[config.mk]
export PLATFORM = sky130hd
export DESIGN_NAME = peak_bin_detect
export DESIGN_NICKNAME = d
export VERILOG_FILES = /design/src/rtl/peak_bin_detect.sv
export SDC_FILE = /design/constraint.sdc
export NUM_CORES = 1
export LEC_CHECK = 0
export ABC_AREA = 1
export BUFFER_PORTS_ARGS = -buffer_cell sky130_fd_sc_hd__buf_2
export CELL_PAD_IN_SITES_DETAIL_PLACEMENT = 1
export CELL_PAD_IN_SITES_GLOBAL_PLACEMENT = 1
export CORE_MARGIN = 10
export CORE_UTILIZATION = 35
export CTS_CLUSTER_DIAMETER = 50
export CTS_CLUSTER_SIZE = 8
export DETAILED_ROUTE_END_ITERATION = 6
export PLACE_DENSITY_LB_ADDON = 0.1
export SLEW_MARGIN = 20
export SYNTH_ARGS = -nofsm -noshare
export SYNTH_HDL_FRONTEND = slang
export SYNTH_SLANG_ARGS = --single-unit
export TNS_END_PERCENT = 50
[constraint.sdc]
create_clock -name clk -period 1.8 [get_ports clk]
set_input_delay 0.09 -clock clk [delete_from_list [all_inputs] [get_ports clk]]
set_output_delay 0.09 -clock clk [all_outputs]
set_load 0.02 [all_outputs]
[src/rtl/peak_bin_detect.sv]
// peak_bin_detect: scans a bin window of NCH FFT RAMs and reports the bin with the largest summed |re|+|im|.
module peak_bin_detect #(
  parameter int NCH = 4,
  parameter int NBINS = 1024,
  parameter int HW = 16,
  localparam int AW = $clog2(NBINS),
  localparam int MW = HW + 1 + $clog2(NCH)
) (
  input  logic                  clk,
  input  logic                  reset,
  input  logic                  fftdone,
  input  logic [AW-1:0]         bin_lo,
  input  logic [AW-1:0]         bin_hi,
  input  logic [MW-1:0]         thresh,
  output logic [AW-1:0]         ramaddr,
  input  logic [NCH*2*HW-1:0]   ramq,
  output logic                  busy,
  output logic                  detectdone,
  output logic [AW-1:0]         maxbin,
  output logic [MW-1:0]         maxmag,
  output logic                  found
);
  typedef enum logic [1:0] {IDLE, SCAN, DRAIN, DONE} state_t;
  state_t state_q, state_d;
  logic [AW-1:0] lo_q, lo_d, hi_q, hi_d, addr_q, addr_d, db_q, db_d;
  logic [AW-1:0] run_bin_q, run_bin_d, maxbin_q, maxbin_d;
  logic [MW-1:0] th_q, th_d, run_mag_q, run_mag_d, maxmag_q, maxmag_d;
  logic empty_q, empty_d, dv_q, dv_d, dfirst_q, dfirst_d;
  logic busy_q, busy_d, done_q, done_d, found_q, found_d;
  logic [HW:0] mag [NCH];
  logic [MW-1:0] sum;
  // Magnitudes are formed at HW+1 bits so |-2^(HW-1)| is exact.
  for (genvar k = 0; k < NCH; k++) begin : g_ch
    logic signed [HW:0] re, im;
    assign re = {ramq[k*2*HW+2*HW-1], ramq[k*2*HW+HW +: HW]};
    assign im = {ramq[k*2*HW+HW-1], ramq[k*2*HW +: HW]};
    assign mag[k] = (re[HW] ? -re : re) + (im[HW] ? -im : im);
  end
  always_comb begin
    sum = '0;
    for (int k = 0; k < NCH; k++) sum = sum + MW'(mag[k]);
  end
  always_comb begin
    state_d = state_q;
    lo_d = lo_q;
    hi_d = hi_q;
    th_d = th_q;
    empty_d = empty_q;
    addr_d = addr_q;
    maxbin_d = maxbin_q;
    maxmag_d = maxmag_q;
    found_d = found_q;
    done_d = 1'b0;
    run_bin_d = run_bin_q;
    run_mag_d = run_mag_q;
    // Read data lags the issued address by one cycle; dv/db/dfirst tag it.
    dv_d = state_q == SCAN;
    db_d = addr_q;
    dfirst_d = state_q == SCAN && addr_q == lo_q;
    if (dv_q && (dfirst_q || sum > run_mag_q)) begin
      run_mag_d = sum;
      run_bin_d = db_q;
    end
    case (state_q)
      IDLE: if (fftdone) begin
        lo_d = bin_lo;
        hi_d = bin_hi;
        th_d = thresh;
        empty_d = bin_lo > bin_hi;
        run_bin_d = bin_lo;
        run_mag_d = '0;
        state_d = bin_lo > bin_hi ? DONE : SCAN;
        addr_d = bin_lo > bin_hi ? addr_q : bin_lo;
      end
      SCAN: begin
        state_d = addr_q == hi_q ? DRAIN : SCAN;
        addr_d = addr_q == hi_q ? addr_q : addr_q + 1'b1;
      end
      DRAIN: state_d = DONE;
      DONE: begin
        state_d = IDLE;
        done_d = 1'b1;
        maxbin_d = run_bin_q;
        maxmag_d = run_mag_q;
        found_d = !empty_q && run_mag_q >= th_q;
      end
      default: state_d = IDLE;
    endcase
    busy_d = state_d != IDLE;
  end
  always_ff @(posedge clk or negedge reset) begin
    if (!reset) begin
      state_q <= IDLE;
      lo_q <= '0;
      hi_q <= '0;
      th_q <= '0;
      empty_q <= 1'b0;
      addr_q <= '0;
      db_q <= '0;
      dv_q <= 1'b0;
      dfirst_q <= 1'b0;
      run_bin_q <= '0;
      run_mag_q <= '0;
      maxbin_q <= '0;
      maxmag_q <= '0;
      found_q <= 1'b0;
      busy_q <= 1'b0;
      done_q <= 1'b0;
    end else begin
      state_q <= state_d;
      lo_q <= lo_d;
      hi_q <= hi_d;
      th_q <= th_d;
      empty_q <= empty_d;
      addr_q <= addr_d;
      db_q <= db_d;
      dv_q <= dv_d;
      dfirst_q <= dfirst_d;
      run_bin_q <= run_bin_d;
      run_mag_q <= run_mag_d;
      maxbin_q <= maxbin_d;
      maxmag_q <= maxmag_d;
      found_q <= found_d;
      busy_q <= busy_d;
      done_q <= done_d;
    end
  end
  assign ramaddr = addr_q;
  assign busy = busy_q;
  assign detectdone = done_q;
  assign maxbin = maxbin_q;
  assign maxmag = maxmag_q;
  assign found = found_q;
endmodule

# Word-level counts from Yosys, hierarchy flattened

Index checks and enable logic that the tools add are counted.
Widths: inputs -> output; s select.

$add $sub $neg: 16
Magnitude comparators: 3
Eq/ne operators: 8
Mux-type cells: 23
Reduce and logical (&&, ||, !) cells: 10

Operators by type and width:

| cell                  | number |
|---|---|
| $mux 17               | 8 |
| $neg 16->17           | 8 |
| $add 17x17->17        | 4 |
| $mux 10               | 6 |
| $mux 19               | 3 |
| $eq 10x10->1          | 2 |
| $pmux 10 s2           | 1 |
| $add 18x17->19        | 1 |
| $add 19x17->19        | 1 |
| $ge 19x19->1          | 1 |
| $gt 19x19->1          | 1 |
| $add 17x17->18        | 1 |
| $add 10x1->10 const B | 1 |
| $gt 10x10->1          | 1 |
| $pmux 2 s4            | 1 |
| $mux 2                | 3 |
| $ne 2x2->1 const B    | 3 |
| $eq 2x2->1 const B    | 2 |
| $reduce_and 4->1      | 1 |
| $reduce_bool 2->1     | 2 |
| $logic_and 1x1->1     | 3 |
| $eq 2x1->1 const B    | 1 |
| $logic_not 2->1       | 1 |
| $reduce_and 2->1      | 1 |
| 3 further kinds       | 3 |

Register bits: 125
Input bits: 170
Output and inout bits: 42
Word-level logic and storage cells: 76

# Depth between registers and ports, before layout

Depth in word-level cells: 12
Mapped depth: 44
Depth with buffers taken out: 43

# Least setup slack after synthesis

Ideal clock, no wire load.

Path type: input-to-reg
From: input port ramq[113]
To: register run_mag_q[12]
Library setup time: 0.117 ns
Data arrival time: 5.679 ns
Path slack: -3.996 ns
Stages: 40
Path buffers: 2
Path through: inv_1 > ha_1 > inv_1 > nor2_1 > nand2_1 > nor3_1 > a21oi_1 > xor2_1 > ha_1 > nand2_1 > nor2_1 > nand3_1 > nand3_1 > a31oi_1 > xor2_1 > fa_1 > inv_1 > fa_1 > [4 not listed] > a21boi_0 > nand2_1 > nand2_1 > nand3_1 > ha_1 > nand2_2 > nor2_4 > nand2_1 > nor2_1 > nand2_1 > nand3_1 > nand2_1 > nand2_4 > nand2_4 > buf_6 > buf_8 > nor2_1 > nor2_1

Word-level cells in the longest chain between the ends: 10

Ends and longest elaborated chain:

| element              | RTL line | source |
|---|---|---|
| from (decl)          | 16       | `input logic [NCH*2*HW-1:0] ramq,` |
| $neg 16->17          | 37       | `assign mag[k] = (re[HW] ? -re : re) + (im[HW] ? -im : im);` |
| $mux 17 *            | 37       |  |
| $add 17x17->17 *     | 37       |  |
| $add 19x17->19 *     | 41       | `for (int k = 0; k < NCH; k++) sum = sum + MW'(mag[k]);` |
| $gt 19x19->1         | 60       | `if (dv_q && (dfirst_q \|\| sum > run_mag_q)) begin` |
| $logic_or 1x1->1     | 60       |  |
| $logic_and 1x1->1    | 60       |  |
| $mux 19 *            | 60       |  |
| $mux 19              | 65       | `IDLE: if (fftdone) begin` |
| $mux 19 *            | 64       | `case (state_q)` |
| net run_mag_d[12]    | 27       | `logic [MW-1:0] th_q, th_d, run_mag_q, run_mag_d, maxmag_q, maxmag_d;` |
| to (signal assigned) | 120      | `run_mag_q <= run_mag_d;` |
| to (decl)            | 27       |  |

Mark *: on every way through the listed nets, which the timed path passes. The rest lies on a longest branch.
A chain may end at the register's enable or synchronous reset.

# Worst setup path in the final report

From: input port ramq[100]
To: register run_bin_q[1]

Word-level cells in the longest chain between the ends: 10

Ends and longest elaborated chain:

| element              | RTL line | source |
|---|---|---|
| $neg 16->17          | 37       |  |
| $mux 17 *            | 37       |  |
| $add 17x17->17 *     | 37       |  |
| $add 19x17->19 *     | 41       |  |
| $gt 19x19->1 *       | 60       |  |
| $logic_or 1x1->1 *   | 60       |  |
| $logic_and 1x1->1 *  | 60       |  |
| $mux 10 *            | 60       |  |
| $mux 10              | 65       |  |
| $mux 10 *            | 64       |  |
| net run_bin_d[1]     | 26       | `logic [AW-1:0] run_bin_q, run_bin_d, maxbin_q, maxbin_d;` |
| to (signal assigned) | 119      | `run_bin_q <= run_bin_d;` |
| to (decl)            | 26       |  |

Marked as above.

==> results.toml <==
[route]
wl_um = 52400
wl_per_cell_um = 16.6
drc_errors = 0
vias = 15300
vias_per_cell = 4.84
drt-pass1-iter-count = 5
drt_iter0_drc = 682
ant_nets = 0

[logic_synthesis]
synth_common_cells = "nand2_1, inv_1, nor2_1, ha_1, o21ai_0"
synth_top_area_share_pct = 23.2
yosysUniqueCellTypes = 48
synth_seq_cells = 125
synth_area_leaders = "dfrtp_1, ha_1, nand2_1"
syn-mean-instance-area_um2 = 7.15
netlist_instances = 1889
synth_top_cell_by_area = "dfrtp_1"
ys_warn_count = 0
synth-async-reset-ratio_pct = 100
syn_area_um2 = 13500
synth_xor_area_share_pct = 11.4
synth-main-ff-cell = "dfrtp_1"
synthMuxAreaShare_pct = 0.593
synth_simple_gate_area_share_pct = 23.5
synth-compound-area-share_pct = 13.6
synth-seq-area-share_pct = 23.2
yosysMostFrequentCell = "nand2_1"
synth_top_family_by_area = "simple AND/OR/NAND/NOR gates"
syn-num-nets = 2236
synth_edf_count = 0
synthAdderAreaFrac_pct = 18.5

[global_routing]
antenna_found_initial = 0
grt_pass1_wl_um = 83400
grt-ovfl-total = 0
grt_start_max_net_pins = 59
track_usage_pct = 21.4
first_global_vias = 17000

[clocking]
cts-root-buf = "clkbuf_16"
clockBufferDepth = 2
cts.sinks = 125
cts.reportedPaths.clkPinSlew_ns = 0.06
h-tree-depth = 4
cts_tree = "built"
cts_buffers = 17
clk_latency_ns = 0.43

[die]
initial_core_util_pct = 35.7
fp.dieH_um = 216
fp.dieW_um = 216
io_pins = 212
row_count = 71
die_area_um2 = 46800
fp.coreArea_um2 = 37800

[final_layout]
nNetsFinal = 2980
drive_above_1_share_pct = 37.9
layout.cells.non_filler = 3157
postLayoutCellArea_um2 = 21400
area_delta_synth_final_pct = 58.6
diodes = 0
final_util_pct = 56.6

[place]
gp_congestion = 0.864
placed_cells = 3040
post_dp_cell_area_um2 = 18800
dp_hpwl_um = 42200
io_buffers = 211

[sta]
rsz0062_at_grt = "true"
setup_ws_ns = -3.93
worst_pin_slew_ns = 0.770
maxSlewHeadroom_pct = 48.6
fin_crit_sh_pct = 318
finClkSkew_ns = 0.00736
hold_viol_final = 0
setup_viol = 30
min_period_ns = 5.73
fmax_ghz = 0.174
drv_slew = 0

[setup_path]
end_kind = "flop"
reg2reg_depth = 14
reg2reg_to = "run_bin_q[1]$_DFF_PN0_"
reg2reg_from = "run_mag_q[6]$_DFF_PN0_"
reg2reg_slack_ns = -0.32
critPathLaunch = "ramq[100]"
crit_type = "in -> reg"
cpPeakStageDelay_ns = 0.45
cp-start-kind = "input pin"
cp_max_fo = 5
crit_slowest_cell = "fa_1"
crit_required_ns = 2.11
crit_top_cell = "nand2_1"
cp.arrival_ns = 6.05

[outcome]
status = "finished with violations"
failed_checks = "negative setup slack"

[hold_path]
hold_path.startpoint = "bin_lo[8]"
min_path_cells = 3
min_delay_worst_endpoint = "run_bin_q[8]$_DFF_PN0_"
min_path_type = "in -> reg"

[flow_run]
drv_cap = 0
[state kept, by name, summed over array words and instances, names as in the netlist, 2 cells and up]
signal     cells
lo_q          10
run_bin_q     10
th_q          19
db_q          10
hi_q          10
maxmag        19
ramaddr       10
maxbin        10
run_mag_q     19
state_q        2
[worst max-delay path: cells and delay by family]
family / cells / cell delay, ns
AND/OR/NAND/NOR: 21 / 2.16
adder cells (fa/ha/maj): 5 / 1.61
XOR/XNOR: 2 / 0.38
buffers and inverters: 8 / 0.87
AO/OA/AOI/OAI: 5 / 0.93
[what timing repair did]
| action | CTS | global route |
|---|---|---|
| setup buffers | 28 | 18 |
| resized for setup | 163 | 135 |
| endpoints found under the hold margin | 165 | 0 |
| cloned | 2 | 3 |
| endpoints found under the setup margin | 32 | 41 |
| hold buffers | 37 | 0 |
| pin swaps | 90 | 66 |
[cell type report]
type	count	area [µm²]
clock buffer	18	439
clock inverter	14	226
fill	4799	16400
inverter	283	1100
multi-input combinational	1445	10400
sequential	125	3130
tap	511	639
timing repair buffer	760	5500
timing repair inverter	1	11.3
[routing by layer]
layer	vias up	wire length (µm)	track usage [%]
met5	-	0	0
met4	0	1240	7.06
met3	64	1360	2.31
met2	197	27100	38.9
met1	7409	22700	25.6
li1	7617	-	-
[logic make-up after synthesis]
family,after synthesis
xor+xnor,176
simple gates,754
flops,125
buf+inv,320
fa+ha+maj,177
mux,8
compound gates,329
[per-stage QoR]
| stage | setup TNS [ns] | hold slack (ns) | setup WS (ns) |
|---|---|---|---|
| detailed placement | -137.68 | -0.0382 | -4.80 |
| CTS | -109.19 | 0.000467 | -3.80 |
| global route | -122.04 | 0.0208 | -4.25 |
| floorplan | -105.26 | -0.206 | -3.67 |
| global placement | -132.07 | -0.0422 | -4.61 |
| finish | -113.23 | 0.0196 | -3.93 |
[layout by cell type, fill, tap and decap left out, drive strengths merged, types with 3 or more instances in the layout]
cell / n
buf: 722
nand2: 393
inv: 288
nor2: 186
o21ai: 150
ha: 139
dfrtp: 125
xor2: 114
a21oi: 99
nand3: 89
xnor2: 62
nor3: 41
fa: 38
dlygate4sd3: 37
a31oi: 22
clkbuf: 19
nand4: 18
o21bai: 13
a21o: 12
nor4: 11
o22ai: 10
or2: 9
nand3b: 8
mux2i: 8
bufinv: 5
a21boi: 5
o2111ai: 4
o31ai: 4
a211oi: 3
clkinv: 3
[how the worst max path moves through the flow]
stage                                          to  slack [ns]  cells past startpoint
final                      run_bin_q[1]$_DFF_PN0_       -3.93                     41
after global routing      run_mag_q[18]$_DFF_PN0_       -4.25                     40
after detailed placement   run_bin_q[7]$_DFF_PN0_       -4.80                     40
after floorplan            run_mag_q[5]$_DFF_PN0_       -3.67                     38
after CTS                 run_mag_q[17]$_DFF_PN0_       -3.80                     43
after global placement     run_bin_q[8]$_DFF_PN0_       -4.61                     40
Power is left out: the tool's default activity adds up to more than one toggle a clock period on the data nets, which glitch-free logic cannot reach.
